===== config.mk =====
export PLATFORM = sky130hd
export DESIGN_NAME = bus_op_responder_flat
export DESIGN_NICKNAME = d
export VERILOG_FILES = /design/src/rtl/bus_op_responder_if.sv /design/src/rtl/bus_op_responder.sv /design/src/flat_wrapper.sv
export SDC_FILE = /design/constraint.sdc
export NUM_CORES = 1
export LEC_CHECK = 0
export CAP_MARGIN = 20
export CORE_AREA = 4 4 142 144
export DETAILED_ROUTE_END_ITERATION = 8
export DIE_AREA = 0 0 146 148
export GPL_TIMING_DRIVEN = 0
export PLACE_DENSITY = 0.84
export SYNTH_ARGS = -nofsm -noshare
export SYNTH_HDL_FRONTEND = slang
export SYNTH_SLANG_ARGS = --single-unit

===== constraint.sdc =====
create_clock -name clk -period 10.1 [get_ports clk]
set_input_delay 1.515 -clock clk [delete_from_list [all_inputs] [get_ports clk]]
set_output_delay 1.515 -clock clk [all_outputs]
set_load 0.005 [all_outputs]

===== src/rtl/bus_op_responder_if.sv =====
// Bus-side signal bundle between the LLC bus master and the shared-bus responder.
// The master drives requests, snoop inputs, writeback completion and response acceptance.
interface bus_op_responder_if #(
  parameter int ADDR_BITS = 32
);
  logic                 req_valid;
  logic                 req_ready;
  logic [2:0]           req_op;
  logic [ADDR_BITS-1:0] req_addr;
  logic                 snp_hit;
  logic                 snp_hitm;
  logic                 wb_done;
  logic                 rsp_valid;
  logic                 rsp_ready;
  logic [1:0]           rsp_snoop;
  logic [ADDR_BITS-1:0] rsp_addr;
  logic                 rsp_err;

  modport master (
    output req_valid, req_op, req_addr, snp_hit, snp_hitm, wb_done, rsp_ready,
    input  req_ready, rsp_valid, rsp_snoop, rsp_addr, rsp_err
  );

  modport slave (
    input  req_valid, req_op, req_addr, snp_hit, snp_hitm, wb_done, rsp_ready,
    output req_ready, rsp_valid, rsp_snoop, rsp_addr, rsp_err
  );
endinterface


===== src/rtl/bus_op_responder.sv =====
// Shared-bus responder: one operation at a time, snoop window, owner writeback wait,
// memory latency, response handshake and saturating per-operation statistics.
module bus_op_responder #(
  parameter int ADDR_BITS  = 32,
  parameter int SNOOP_LAT  = 2,
  parameter int MEM_LAT    = 4,
  parameter int WB_TIMEOUT = 16,
  parameter int CNT_BITS   = 32
) (
  input  logic                clk,
  input  logic                rst,
  bus_op_responder_if.slave   bus,
  output logic [CNT_BITS-1:0] cnt_reads,
  output logic [CNT_BITS-1:0] cnt_writes,
  output logic [CNT_BITS-1:0] cnt_inval,
  output logic [CNT_BITS-1:0] cnt_rwim,
  output logic [CNT_BITS-1:0] cnt_hitm
);

  localparam logic [2:0] OP_READ  = 3'd1;
  localparam logic [2:0] OP_WRITE = 3'd2;
  localparam logic [2:0] OP_INVAL = 3'd3;
  localparam logic [2:0] OP_RWIM  = 3'd4;

  localparam logic [1:0] SNP_HIT   = 2'b00;
  localparam logic [1:0] SNP_HITM  = 2'b01;
  localparam logic [1:0] SNP_NOHIT = 2'b10;

  localparam int T_MAX0 = (SNOOP_LAT > MEM_LAT) ? SNOOP_LAT : MEM_LAT;
  localparam int T_MAX  = (T_MAX0 > WB_TIMEOUT) ? T_MAX0 : WB_TIMEOUT;
  localparam int TW     = $clog2(T_MAX) + 1;

  localparam logic [TW-1:0] T_SNOOP = TW'(SNOOP_LAT - 1);
  localparam logic [TW-1:0] T_MEM   = TW'(MEM_LAT - 1);
  localparam logic [TW-1:0] T_WB    = TW'(WB_TIMEOUT - 1);

  typedef enum logic [2:0] {
    S_IDLE    = 3'd0,
    S_SNOOP   = 3'd1,
    S_WB_WAIT = 3'd2,
    S_MEM     = 3'd3,
    S_RESP    = 3'd4
  } state_t;

  state_t               r_state;
  state_t               w_state_next;
  logic [TW-1:0]        r_timer;
  logic [2:0]           r_op;
  logic [ADDR_BITS-1:0] r_addr;
  logic                 r_hit_acc;
  logic                 r_hitm_acc;
  logic [1:0]           r_snoop;
  logic                 r_err;

  logic       w_hit_now;
  logic       w_hitm_now;
  logic [1:0] w_snoop_res;
  logic       w_legal_in;
  logic       w_legal_op;
  logic       w_rsp_hs;
  logic [4:0] w_cnt_inc;

  // The current cycle's snoop inputs join the accumulators so the last window cycle counts.
  assign w_hit_now   = r_hit_acc | bus.snp_hit;
  assign w_hitm_now  = r_hitm_acc | bus.snp_hitm;
  assign w_snoop_res = w_hitm_now ? SNP_HITM : (w_hit_now ? SNP_HIT : SNP_NOHIT);
  assign w_legal_in  = (bus.req_op >= OP_READ) && (bus.req_op <= OP_RWIM);
  assign w_legal_op  = (r_op >= OP_READ) && (r_op <= OP_RWIM);
  assign w_rsp_hs    = (r_state == S_RESP) && bus.rsp_ready;

  always_ff @(posedge clk or posedge rst) begin
    if (rst) begin
      r_state <= S_IDLE;
    end else begin
      r_state <= w_state_next;
    end
  end

  always_comb begin
    w_state_next = r_state;
    case (r_state)
      S_IDLE: begin
        if (bus.req_valid) begin
          if (bus.req_op == OP_WRITE) w_state_next = S_MEM;
          else if (w_legal_in)        w_state_next = S_SNOOP;
          else                        w_state_next = S_RESP;
        end
      end
      S_SNOOP: begin
        if (r_timer == '0) begin
          if (r_op == OP_INVAL) w_state_next = S_RESP;
          else if (w_hitm_now)  w_state_next = S_WB_WAIT;
          else                  w_state_next = S_MEM;
        end
      end
      S_WB_WAIT: begin
        if (bus.wb_done)          w_state_next = S_MEM;
        else if (r_timer == '0)   w_state_next = S_RESP;
      end
      S_MEM: begin
        if (r_timer == '0) w_state_next = S_RESP;
      end
      S_RESP: begin
        if (bus.rsp_ready) w_state_next = S_IDLE;
      end
      default: w_state_next = S_IDLE;
    endcase
  end

  always_comb begin
    bus.req_ready = (r_state == S_IDLE);
    bus.rsp_valid = (r_state == S_RESP);
  end

  assign bus.rsp_snoop = r_snoop;
  assign bus.rsp_addr  = r_addr;
  assign bus.rsp_err   = r_err;

  always_ff @(posedge clk or posedge rst) begin
    if (rst) begin
      r_timer    <= '0;
      r_op       <= '0;
      r_addr     <= '0;
      r_hit_acc  <= 1'b0;
      r_hitm_acc <= 1'b0;
      r_snoop    <= SNP_NOHIT;
      r_err      <= 1'b0;
    end else begin
      // Each timed state loads its own length on entry, then counts down to zero.
      if (w_state_next != r_state) begin
        case (w_state_next)
          S_SNOOP:   r_timer <= T_SNOOP;
          S_WB_WAIT: r_timer <= T_WB;
          S_MEM:     r_timer <= T_MEM;
          default:   r_timer <= r_timer;
        endcase
      end else if (r_timer != '0) begin
        r_timer <= r_timer - 1'b1;
      end

      case (r_state)
        S_IDLE: begin
          if (bus.req_valid) begin
            r_op       <= bus.req_op;
            r_addr     <= bus.req_addr;
            r_hit_acc  <= 1'b0;
            r_hitm_acc <= 1'b0;
            r_snoop    <= SNP_NOHIT;
            r_err      <= ~w_legal_in;
          end
        end
        S_SNOOP: begin
          r_hit_acc  <= w_hit_now;
          r_hitm_acc <= w_hitm_now;
          if (r_timer == '0) begin
            r_snoop <= w_snoop_res;
            r_err   <= (r_op == OP_INVAL) && w_hitm_now;
          end
        end
        S_WB_WAIT: begin
          if (w_state_next == S_RESP) r_err <= 1'b1;
        end
        default: begin
        end
      endcase
    end
  end

  assign w_cnt_inc[0] = w_rsp_hs && (r_op == OP_READ);
  assign w_cnt_inc[1] = w_rsp_hs && (r_op == OP_WRITE);
  assign w_cnt_inc[2] = w_rsp_hs && (r_op == OP_INVAL);
  assign w_cnt_inc[3] = w_rsp_hs && (r_op == OP_RWIM);
  assign w_cnt_inc[4] = w_rsp_hs && w_legal_op && (r_snoop == SNP_HITM);

  generate
    for (genvar gi = 0; gi < 5; gi++) begin : g_cnt
      logic [CNT_BITS-1:0] r_cnt;
      always_ff @(posedge clk or posedge rst) begin
        if (rst) begin
          r_cnt <= '0;
        end else if (w_cnt_inc[gi] && (r_cnt != '1)) begin
          r_cnt <= r_cnt + 1'b1;
        end
      end
    end
  endgenerate

  assign cnt_reads  = g_cnt[0].r_cnt;
  assign cnt_writes = g_cnt[1].r_cnt;
  assign cnt_inval  = g_cnt[2].r_cnt;
  assign cnt_rwim   = g_cnt[3].r_cnt;
  assign cnt_hitm   = g_cnt[4].r_cnt;

endmodule


===== src/flat_wrapper.sv =====
// flat-port wrapper written by rule: the top's interface ports become plain ports
module bus_op_responder_flat 
#(
  parameter int ADDR_BITS  = 32,
  parameter int SNOOP_LAT  = 2,
  parameter int MEM_LAT    = 4,
  parameter int WB_TIMEOUT = 16,
  parameter int CNT_BITS   = 32
)
  (clk, rst, cnt_reads, cnt_writes, cnt_inval, cnt_rwim, cnt_hitm, bus_req_valid, bus_req_op, bus_req_addr, bus_snp_hit, bus_snp_hitm, bus_wb_done, bus_rsp_ready, bus_req_ready, bus_rsp_valid, bus_rsp_snoop, bus_rsp_addr, bus_rsp_err);
  bus_op_responder_if #(.ADDR_BITS(ADDR_BITS)) bus_i ();
  input  logic clk;
  input  logic rst;
  output logic [CNT_BITS-1:0] cnt_reads;
  output logic [CNT_BITS-1:0] cnt_writes;
  output logic [CNT_BITS-1:0] cnt_inval;
  output logic [CNT_BITS-1:0] cnt_rwim;
  output logic [CNT_BITS-1:0] cnt_hitm;
  input wire logic [$bits(bus_i.req_valid)-1:0] bus_req_valid;
  input wire logic [$bits(bus_i.req_op)-1:0] bus_req_op;
  input wire logic [$bits(bus_i.req_addr)-1:0] bus_req_addr;
  input wire logic [$bits(bus_i.snp_hit)-1:0] bus_snp_hit;
  input wire logic [$bits(bus_i.snp_hitm)-1:0] bus_snp_hitm;
  input wire logic [$bits(bus_i.wb_done)-1:0] bus_wb_done;
  input wire logic [$bits(bus_i.rsp_ready)-1:0] bus_rsp_ready;
  output wire logic [$bits(bus_i.req_ready)-1:0] bus_req_ready;
  output wire logic [$bits(bus_i.rsp_valid)-1:0] bus_rsp_valid;
  output wire logic [$bits(bus_i.rsp_snoop)-1:0] bus_rsp_snoop;
  output wire logic [$bits(bus_i.rsp_addr)-1:0] bus_rsp_addr;
  output wire logic [$bits(bus_i.rsp_err)-1:0] bus_rsp_err;
  assign bus_i.req_valid = bus_req_valid;
  assign bus_i.req_op = bus_req_op;
  assign bus_i.req_addr = bus_req_addr;
  assign bus_i.snp_hit = bus_snp_hit;
  assign bus_i.snp_hitm = bus_snp_hitm;
  assign bus_i.wb_done = bus_wb_done;
  assign bus_i.rsp_ready = bus_rsp_ready;
  assign bus_req_ready = bus_i.req_ready;
  assign bus_rsp_valid = bus_i.rsp_valid;
  assign bus_rsp_snoop = bus_i.rsp_snoop;
  assign bus_rsp_addr = bus_i.rsp_addr;
  assign bus_rsp_err = bus_i.rsp_err;
  bus_op_responder #(.ADDR_BITS(ADDR_BITS), .SNOOP_LAT(SNOOP_LAT), .MEM_LAT(MEM_LAT), .WB_TIMEOUT(WB_TIMEOUT), .CNT_BITS(CNT_BITS)) u_core (.clk(clk), .rst(rst), .bus(bus_i), .cnt_reads(cnt_reads), .cnt_writes(cnt_writes), .cnt_inval(cnt_inval), .cnt_rwim(cnt_rwim), .cnt_hitm(cnt_hitm));
endmodule

==> results of run 1 <==
## cells in the mapped netlist, drive strengths merged, types with 8 or more instances
master and count:
a21oi 9, and3 34, and4 21, clkbuf 17
dfrtp 207, inv 28, mux2 42, nand2 70
nand3 69, nand4 47, nor2 63, nor3 44
nor4 27, nor4b 8, o21ai 8, xnor2 70
xor2 84
## sequential cells by signal, indices dropped and copies added, names as in the netlist, 5 cells and up
register / count
u_core.cnt_hitm: 32
u_core.cnt_inval: 32
u_core.r_timer: 5
u_core.bus.rsp_addr: 32
u_core.cnt_reads: 32
u_core.cnt_writes: 32
u_core.cnt_rwim: 32
## stage by stage
| stage | util, % | hold WS, ns | setup WS [ns] | cell area, um^2 | total power (W) |
|---|---|---|---|---|---|
| 3_5_place_dp | 68.0 | 0.477 | 5.82 | 12700 | 0.00163 |
| 4_1_cts | 72.2 | 0.487 | 6.25 | 13500 | 0.00248 |
| 5_1_grt | 72.2 | 0.502 | 6.06 | 13500 | 0.00259 |
| 3_3_place_gp | 67.8 | 0.473 | 0.260 | 12700 | 0.00160 |
| 6_report | 72.2 | 0.481 | 6.23 | 13500 | 0.00246 |
| 2_1_floorplan | - | 0.464 | 2.91 | 10000 | 0.00133 |
## cell type report
class / count / area (um^2) / area share [%]
Timing Repair Buffer: 239 / 2410 / 17.9
Inverter: 28 / 113 / 0.834
Clock inverter: 12 / 108 / 0.797
Multi-Input combinational cell: 676 / 4620 / 34.3
Sequential cell: 208 / 5210 / 38.6
Tap cell: 234 / 293 / 2.17
Buffer: 19 / 73.8 / 0.547
Clock buffer: 32 / 671 / 4.97
## logic make-up after synthesis
family / share of synthesized area (%)
AND/OR/NAND/NOR: 22.9
flip-flops: 52.0
XOR/XNOR: 13.5
AO/OA/AOI/OAI: 4.21
buffers and inverters: 1.79
multiplexers: 4.73
adder cells (fa/ha/maj): 0.875
## power by group
| group | switching (W) | internal (W) |
|---|---|---|
| Clock | 0.000349 | 0.000496 |
| Combinational | 0.000266 | 0.000326 |
| Sequential | 0.0000849 | 0.000942 |
## critical path, cell delays in order, from the launching register on
cell             delay (ns)
dfrtp_1                0.38
clkbuf_1               0.32
clkbuf_1               0.38
nor2_1                 0.14
nand2_1                0.14
inv_1                  0.05
clkdlybuf4s50_1        0.44
## final timing paths
check	start	end	slack, ns	cells past startpoint
max	u_core.r_state[0]$_DFF_PP0_	bus_rsp_valid	6.23	6
min	u_core.cnt_rwim[31]$_DFFE_PP0P_	u_core.cnt_rwim[31]$_DFFE_PP0P_	0.48	1
max reg2reg	u_core.cnt_inval[3]$_DFFE_PP0P_	u_core.cnt_inval[22]$_DFFE_PP0P_	7.40	7
min reg2reg	u_core.cnt_rwim[31]$_DFFE_PP0P_	u_core.cnt_rwim[31]$_DFFE_PP0P_	0.48	1
max in group asynchronous	rst	u_core.cnt_reads[22]$_DFFE_PP0P_	7.60	3
min in group asynchronous	rst	u_core.bus.rsp_addr[27]$_DFFE_PP0P_	1.52	2
## layer usage
layer  vias to the layer above  part of all wire (%)  GRT usage (%)
met5                         -                     0              0
met4                         0                   4.0           9.36
met3                        75                   7.6           6.22
met2                       325                    49           41.2
met1                      4058                    40           30.6
li1                       3891                     -              -
==> metrics list, run 1 <==
- Run status: completed
- Data required time of the worst path: 8.59 ns
- The hold violation total from the final report is 0.
- For the final routed database, the setup TNS stands at 0 ns.
- TritonCTS Buffers: 24
- H-Tree Level Count: 1
- Clock latency on the worst-skew pair, taken at its later pin, is 0.52 ns.
- Final Wtd Congestion: 0.933
- Max-capacitance violation count: 0
* Count of cell types in the netlist: 61
* Clock root buffer: clkbuf_16
- Cell type with the highest aggregate area in the netlist: dfrtp_1
* Commonest non-fill, non-tap cell in the layout: clkdlybuf4s50_1
- In the global route stage, overall resource usage came out at between 20% and 30%.
- Count of mapped cells out of synthesis: 931
* Num Clock Sinks: 208
* Worst slew pin tran: roughly 0.94 ns
- Commonest non-fill, non-tap cells in the layout: clkdlybuf4s50_1 (238), dfrtp_1 (207), xor2_1 (84)
- Counting the fill cells in the layout gives 1309.
- Area added between synthesis and finish: 34.9%
* Remaining DRCs: 0
- Layout Skew: around 0.015 ns
- The share of synthesized area in the top cell type comes to 51.8%.
* Total count of max-transition violations in the final report: 0
- Worst setup path category: reg -> out
- Mean routed wirelength per cell: 18.7 um
* Clock slew at reported path FFs: 0.06 ns
- # setup viols final: 0
- Min-Delay Path Class: reg -> reg
- Once the clock tree was built, the setup fixing pass inserted 0 buffers.
* Antenna cell count: 0
- First-pass iteration count of the detailed router: 5
* Remaining max-slew budget at the tightest pin: between 30% and 40%
- When the netlist entered floorplanning its net count stood at 980.
- Die Wd: about 150 um
- Lkg Pwr: ~6.0 nW
* Initial cell density of the core: 53.5%
- STA classifies the critical path endpoint as a primary output.
- By area the synthesized netlist is led by dfrtp_1 (52%), xor2_1 (7.4%), xnor2_1 (6.1%).
- Final Routed Wirelength: about 27000 um
- STA classifies the critical path startpoint as a flip-flop.
* Antenna Nets Post-Route: 0
- Maximum number of pins on one net before global-route repair: between 100 and 150
* Number of cell rows: 50
- Via-to-Cell Ratio: 5.77
- Floorplan die area: 21600 um^2
* Total core area: 18700 um^2
* Maximum resistive drop on vdd: 0.222 mV
* Max clock buf depth: 3
- A synthesized cell averages ~11 um^2.
* I/O Pins: 239
* Number of antenna violations at the first check in global routing: 0
- Via Count: about 8300
- Summing every instance area after synthesis gives 10000 um^2.
* Number of warnings printed during yosys synthesis: 0
- Post-placement cell count: 1404
- Buffers on Ports: 238
- Clock tree from TritonCTS: built
* Total of hold buffers inserted after clock tree synthesis: 0
* Shortest period the worst path allows: 3.87 ns
- RSZ-0062 raised after global routing: false
* Via count of the first global-routing pass: 8448
- The count of cells in the finished layout, fillers not included, comes to between 1000 and 1500.
- Critical path data arrival time: roughly 2.4 ns
- Predominant post-synthesis flop cell: dfrtp_1
* Layout cells sized above 1: between 8 and 9%
- First-pass GRT wire length: 43900 um
- Power per standard cell area: 182 nW/um^2
- The total overflow left after global routing is 0.
- Along the worst path, the maximum fanout reaches 10.
- After the first detailed-routing iteration, the DRC count stood at about 550.
- Total half-perimeter wirelength after legalization and detailed placement: slightly below 20000 um
- Post-CTS repair changed the size of 0 cells.
- After synthesis, the share of flip-flops with an asynchronous set or reset is 100%.
- The floorplan step set the die height to 148 um.
- Maximum operating frequency: 0.259 GHz
- Dividing the final minimum period by the clock period gives a little under two fifths.
- Register bit total from synthesis: 208
* Number of nets in the layout: 1245
- Register area share after synthesis: 52.0%
* Number of flops mapped to enable cells by yosys: 0
Power figures use the tool's default switching activity.
==> run 2: changes to the inputs <==
--- a/config.mk
+++ b/config.mk
@@ -6,11 +6,11 @@
 export NUM_CORES = 1
 export LEC_CHECK = 0
 export CAP_MARGIN = 20
-export CORE_AREA = 4 4 142 144
+export CORE_AREA = 4 4 147 149
 export DETAILED_ROUTE_END_ITERATION = 8
-export DIE_AREA = 0 0 146 148
+export DIE_AREA = 0 0 151 153
 export GPL_TIMING_DRIVEN = 0
-export PLACE_DENSITY = 0.84
+export PLACE_DENSITY = 0.79
 export SYNTH_ARGS = -nofsm -noshare
 export SYNTH_HDL_FRONTEND = slang
 export SYNTH_SLANG_ARGS = --single-unit
==> constraint.sdc (replaced) <==
create_clock -name clk -period 3.9 [get_ports clk]
set_input_delay 0.585 -clock clk [delete_from_list [all_inputs] [get_ports clk]]
set_output_delay 0.585 -clock clk [all_outputs]
set_load 0.005 [all_outputs]
==> run 2 against run 1 <==
Setup slack lost 5.3 ns; highest routed layer unchanged; clock skew down 0.0031 ns; via count decreased by 2.0%; global-route usage decreased by 2.7 points; largest power group unchanged.
==> metrics list, run 2 (synthesis gave the netlist of run 1 again) <==
- The flow ran to the end, and the final reports show no timing, DRC or antenna violations.
- Internal portion of total power: 0.00499 W (+180%)
* Final Wtd Congestion: 0.843 (-9.6%)
- Max clock buf depth: 3 (unchanged)
* Via-to-Cell Ratio: 5.51 (-4.5%)
- Met2 wire length: 11900 um (-10%)
- Worst setup path category: reg -> out
- Clock Latency Late Sink: 0.50 ns (-0.02 ns)
* Crit share post-route: around three quarters
- The endpoint arrival time on the critical path came to 2.36 ns (about the same).
- The buffer count from post-CTS setup fixing came to 0 (unchanged).
* First-pass iteration count of the detailed router: 5 (unchanged)
- Commonest non-fill, non-tap cell in the layout: clkdlybuf4s50_1
* Crit-path max cell delay: 0.49 ns (+0.05 ns)
- Clock slew at reported path FFs: 0.06 ns (about the same)
- The final-layout setup total negative slack was 0 ns (unchanged).
* Reg-to-reg endpoint: u_core.cnt_inval[5]$_DFFE_PP0P_
- Number of nets in the layout: 1249 (+0.32%)
- Final Routed Wirelength: 25100 um (-7.4%)
- The share of power burned in the clock network was 38.0% (+3.7 points).
- The power dissipated by switching net loads was 0.00172 W (+150%).
* Met3 WL post-DR: 2020 um (-1.8%)
- Num Clock Sinks: 208 (unchanged)
- The worst register-to-register path begins at u_core.cnt_inval[3]$_DFFE_PP0P_.
- Clock tree from TritonCTS: built
- The overall global routing resource usage was 21.8% (-2.7 points).
- Clock root buffer: clkbuf_16
- Number of buffer and inverter instances along the worst setup path: 4 (unchanged)
- The count of filler cells inserted in the layout was 1567 (+20%).
* Switching fraction of total power: 25.6% (-2.8 points)
- The clock period could shrink to between 2 and 3 ns.
- The detailed placement HPWL came to 18600 um (-4.3%).
* First-pass GRT wire length: 41800 um (-4.7%)
- Reg2reg setup slack: 1.26 ns (-6.14 ns)
- Critical path, cell by cell: clkbuf_1, clkbuf_1, nor2_1, nand2_1, inv_1, clkdlybuf4s50_1
* Element type at the critical path start: flip-flop
- Number of cell rows: 52 (+4.0%)
* Die Wd: 151 um (+3.4%)
- The cell that appears most often on the critical path is clkbuf_1.
- Power per standard cell area: 487 nW/um^2 (+170%)
* Resized cells post-CTS: 0 (unchanged)
- Via Count: 8179 (-2.0%)
- I/O Pins: 239 (unchanged)
- STA classifies the critical path endpoint as a primary output.
- From synthesis to final layout, the design area changed by 37.4%.
* H-Tree Level Count: 1 (unchanged)
* Portion of total power attributed to sequential cells: 39.6% (-2.1 points)
* Data required time of the worst path: 3.31 ns (-5.28 ns)
- Number of antenna violations at the first check in global routing: 0 (unchanged)
- The via count of the first global-routing pass came to 8226 (-2.6%).
- The highest layer touched by signal routing is met4.
- The slowest stage of the critical path belongs to the cell clkdlybuf4s50_1.
- The cts-stage hold buffer count was 0 (unchanged).
* Core Util, Final: 68.2% (-4.0 points)
* Maximum resistive drop on vdd: 0.402 mV (+82%)
- Critical path's top delay family: buffers and inverters
* Total core area: 20200 um^2 (+7.8%)
- RSZ-0062 raised after global routing: false
* Detailed-routing wirelength on met1: 10600 um (-1.1%)
* Die Height: 153 um (+3.4%)
* Setup ws final: 0.959 ns (-5.27 ns)
* # setup viols final: 0 (unchanged)
* Hold Vio Cnt, Final: 0 (unchanged)
- Maximum number of pins on one net before global-route repair: 37 (-67%)
- The area enclosed by the die boundary was 23100 um^2 (+6.9%).
* Remaining DRCs: 0 (unchanged)
* Layout cells sized above 1: 8.64% (+0.32 points)
- The number of maximum-capacitance constraint violations came to 0 (unchanged).
- The post-route total power is 0.00670 W (+170%).
- The leakage power came to 6.07 nW (+1.7%).
- Initial cell density of the core: 49.6% (-3.9 points)
- Min-Delay Path Class: in -> async
* Maximum operating frequency: 0.340 GHz
- Antenna cell count: 0 (unchanged)
- The quantity of I/O buffers inserted on ports came to 238 (unchanged).
* Cells on worst reg2reg path: 7 (unchanged)
- Overflow left after global routing: 0 (unchanged)
- In the layout the commonest cells are clkdlybuf4s50_1 (238), dfrtp_1 (207), xor2_1 (84).
* Layout Skew: 0.0118 ns (-0.00315 ns)
* Comb pwr share: 22.4% (-1.6 points)
- Worst setup slack before clock tree synthesis: 0.594 ns (-5.23 ns)
* Remaining max-slew budget at the tightest pin: 32.8% (-4.2 points)
- Mean routed wirelength per cell: 16.9 um (-9.7%)
- TritonCTS Buffers: 23 (-4.2%)
* Total count of max-transition violations in the final report: 0 (unchanged)
- The worst-margin pin slew is 0.999 ns (+0.0610 ns).
- The biggest fanout along the worst timing path is 10 (unchanged).
- Drt initial violations: 325 (-40%)
* Antenna Nets Post-Route: 0 (unchanged)
## run 2: cell type report
type / instances / area (um^2) / area share, %
buffer: 19 / 73.8 / 0.537
clock buffer: 29 / 648 / 4.71
clock inverter: 11 / 255 / 1.86
inverter: 28 / 109 / 0.791
multi-input combinational: 676 / 4620 / 33.6
sequential: 208 / 5210 / 37.8
tap: 270 / 338 / 2.46
timing repair buffer: 244 / 2500 / 18.2
## run 2: routing by layer
metal / vias up / GRT usage (%)
met1: 3976 / 29.0
met4: 0 / 5.83
met3: 41 / 5.92
li1: 3902 / -
met5: - / 0
met2: 260 / 35.1
## run 2: how the worst max path moves through the flow
stage	start	end	slack [ns]	cells after the start
floorplan	rst	u_core.bus.rsp_addr[0]$_DFFE_PP0P_	0.62	1
global placement	rst	u_core.cnt_inval[19]$_DFFE_PP0P_	-1.01	2
detailed placement	bus_req_valid	u_core.bus.rsp_addr[3]$_DFFE_PP0P_	0.59	5
CTS	u_core.r_state[0]$_DFF_PP0_	bus_rsp_valid	0.97	6
global route	u_core.r_state[0]$_DFF_PP0_	bus_rsp_valid	0.79	6
finish	u_core.r_state[0]$_DFF_PP0_	bus_rsp_valid	0.96	6
## run 2: metrics by stage
stage / instances / hold WS [ns] / area (um^2)
2_1_floorplan: 931 / 0.464 / 10000
3_3_place_gp: 1439 / 0.473 / 12700
3_5_place_dp: 1445 / 0.479 / 12900
4_1_cts: 1485 / 0.440 / 13800
5_1_grt: 1485 / 0.466 / 13800
6_report: 1485 / 0.443 / 13800
## run 2: power groups by stage
| stage | Sequential [W] | Combinational, W | Clock, W |
|---|---|---|---|
| 2_1_floorplan | 0.00266 | 0.000791 | 0 |
| 3_5_place_dp | 0.00269 | 0.00151 | 0 |
| 3_3_place_gp | 0.00267 | 0.00147 | 0 |
| 5_1_grt | 0.00269 | 0.00165 | 0.00271 |
| 6_report | 0.00266 | 0.00150 | 0.00254 |
| 4_1_cts | 0.00266 | 0.00152 | 0.00261 |
==> run 3: changes to the inputs <==
--- a/config.mk
+++ b/config.mk
@@ -6,11 +6,11 @@
 export NUM_CORES = 1
 export LEC_CHECK = 0
 export CAP_MARGIN = 20
-export CORE_AREA = 4 4 147 149
+export CORE_AREA = 4 4 155 157
 export DETAILED_ROUTE_END_ITERATION = 8
-export DIE_AREA = 0 0 151 153
+export DIE_AREA = 0 0 159 161
 export GPL_TIMING_DRIVEN = 0
-export PLACE_DENSITY = 0.79
+export PLACE_DENSITY = 0.75
 export SYNTH_ARGS = -nofsm -noshare
 export SYNTH_HDL_FRONTEND = slang
 export SYNTH_SLANG_ARGS = --single-unit
==> constraint.sdc (replaced) <==
create_clock -name clk -period 2.48 [get_ports clk]
set_input_delay 0.372 -clock clk [delete_from_list [all_inputs] [get_ports clk]]
set_output_delay 0.372 -clock clk [all_outputs]
set_load 0.005 [all_outputs]
==> run 3 against run 2 <==
Utilization down 6.6 points; design area up 0.74%; die area up 11%; largest cell class unchanged.
==> metrics list, run 3 (synthesis gave the netlist of run 1 again) <==
- Via count of the first global-routing pass: 8321 (+1.2%)
- The quantity of I/O buffers inserted on ports came to 238 (unchanged).
* Worst slew pin tran: 0.710 ns (-0.289 ns)
* Remaining max-slew budget at the tightest pin: 52.2% (+19 points)
* Number of antenna violations at the first check in global routing: 0 (unchanged)
- The flow ran to the end, and the final reports show no timing, DRC or antenna violations.
- # setup viols final: 0 (unchanged)
- Total core area: 22500 um^2 (+12%)
- The post-CTS clock slew at the launch and capture registers of the worst setup and hold paths is 0.06 ns (about the same).
* Final Routed Wirelength: 26000 um (+3.8%)
- Data required time of the worst path: 2.11 ns (-1.20 ns)
- Final Wtd Congestion: 0.881 (+4.5%)
- Floorplan die area: 25600 um^2 (+11%)
- The total via count in the routed design is 8148 (-0.38%).
- The worst-case clock skew came to 0.00825 ns (-0.00351 ns).
- The number of maximum-capacitance constraint violations is 0 (unchanged).
* Antenna cell count: 0 (unchanged)
* Area added between synthesis and finish: 38.5%
* Commonest non-fill, non-tap cell in the layout: clkdlybuf4s50_1
- The final-stage net count is 1258 (+0.72%).
- The tree is rooted in a clkbuf_16.
- Layout cells sized above 1: 10.8% (+2.2 points)
- Drt initial violations: 380 (+17%)
- The final-layout worst hold slack is 0.257 ns (-0.186 ns).
- The first-pass GRT wire length was 42800 um (+2.4%).
- Crit share post-route: between 90 and 100%
- TritonCTS Buffers: 24 (+4.3%)
- Shortest period the worst path allows: 2.39 ns
- Maximum operating frequency: 0.418 GHz
- The leakage power was 6.12 nW (+0.84%).
- The worst setup path is launched from a flip-flop.
* Mean routed wirelength per cell: 17.2 um (+2.0%)
* H-Tree Level Count: 1 (unchanged)
- Layout Cell Area excl Fill: 13900 um^2 (+0.74%)
* Die Height: 161 um (+5.2%)
- Num Clock Sinks: 208 (unchanged)
- The overall global routing resource usage was 19.7% (-2.1 points).
- Remaining DRCs: 0 (unchanged)
- Initial cell density of the core: 44.5% (-5.1 points)
- I/O Pins: 239 (unchanged)
- RSZ-0062 raised after global routing: false
- Total of hold buffers inserted after clock tree synthesis: 0 (unchanged)
- The clock latency on the worst-skew pair was 0.51 ns (about the same).
- The detailed placement HPWL was 19100 um (+2.6%).
* Die Wd: 159 um (+5.3%)
* Highest fanout seen on the critical path: 10 (unchanged)
* Worst setup path category: reg -> out
- Via-to-Cell Ratio: 5.39 (-2.2%)
- The total cell area at the placement stage is 12900 um^2 (+0.20%).
- Number of cell rows: 55 (+5.8%)
- The pre-CTS setup slack is -0.682 ns (-1.28 ns).
* Maximum number of pins on one net before global-route repair: 41 (+11%)
* First-pass iteration count of the detailed router: 5 (unchanged)
- Commonest non-fill, non-tap cells in the layout: clkdlybuf4s50_1 (237), dfrtp_1 (203), xor2_1 (84)
- CP Capture Type: primary output
- The post-layout worst setup margin came to 0.0862 ns (-0.873 ns).
* Hold Vio Cnt, Final: 0 (unchanged)
* Post-layout power: 0.0101 W (+51%)
- The post-route antenna net violation count came to 0 (unchanged).
* Max clock buf depth: 3 (unchanged)
- Maximum resistive drop on vdd: 0.671 mV (+67%)
- The endpoint arrival time on the critical path is 2.02 ns (-0.34 ns).
- The global-route congestion overflow total was 0 (unchanged).
- Clock tree from TritonCTS: built
- Total count of max-transition violations in the final report: 0 (unchanged)
- Power per standard cell area: 732 nW/um^2 (+50%)
* Min-Delay Path Class: in -> async
run 3: worst paths after layout:
kind	start	end	slack, ns	cells past startpoint
worst min register to register	u_core.cnt_hitm[26]$_DFFE_PP0P_	u_core.cnt_hitm[26]$_DFFE_PP0P_	0.48	1
max in group asynchronous	rst	u_core.cnt_inval[2]$_DFFE_PP0P_	1.38	4
worst max register to register	u_core.cnt_reads[0]$_DFFE_PP0P_	u_core.cnt_reads[22]$_DFFE_PP0P_	0.12	6
min in group clk	bus_req_addr[31]	u_core.bus.rsp_addr[31]$_DFFE_PP0P_	0.47	2
worst min-delay path	rst	u_core.bus.rsp_addr[30]$_DFFE_PP0P_	0.26	2
worst max-delay path	u_core.r_state[2]$_DFF_PP0_	bus_req_ready	0.09	3
run 3: through the flow:
stage | cells | setup TNS (ns) | utilization [%]
2_1_floorplan | 931 | -122.42 | -
3_3_place_gp | 1454 | -508.62 | 56.7
3_5_place_dp | 1460 | -37.88 | 57.2
4_1_cts | 1504 | 0 | 60.9
5_1_grt | 1512 | 0 | 61.6
6_report | 1512 | 0 | 61.6
run 3: layer usage:
layer / track usage, % / vias up / share of wire, % / routed length (um)
li1: - / 3919 / - / -
met1: 25.2 / 3968 / 43 / 11100
met2: 32.8 / 235 / 48 / 12500
met3: 6.40 / 26 / 7.9 / 2060
met4: 4.54 / 0 / 1.6 / 421
met5: 0 / - / 0 / 0
run 3: layout make-up:
| cell class | count | area [um^2] |
|---|---|---|
| Multi-Input combinational cell | 676 | 4740 |
| Buffer | 19 | 87.6 |
| Fill cell | 1850 | 8650 |
| Timing Repair Buffer | 252 | 2570 |
| Tap cell | 285 | 357 |
| Clock inverter | 6 | 80.1 |
| Clock buffer | 38 | 704 |
| Inverter | 28 | 109 |
| Sequential cell | 208 | 5210 |
run 3: worst max-delay path: stages, from the launching register on:
cell,delay (ns)
dfrtp_1,0.42
clkbuf_2,0.22
nor3_2,0.28
clkdlybuf4s50_1,0.59
run 3: what timing repair did:
action | 4_1_cts | 5_1_grt
resized for setup | 12 | 26
pin swaps | 0 | 2
setup buffers | 0 | 8
endpoints found under the setup margin | 52 | 73
run 3: report_power, final:
group	internal, W	switching (W)	leakage (nW)	total, W
registers	0.00384	0.000340	2.72	0.00418
clock network	0.00215	0.00135	0.385	0.00349
logic	0.00140	0.00108	3.01	0.00248
total	0.00739	0.00276	6.12	0.0101
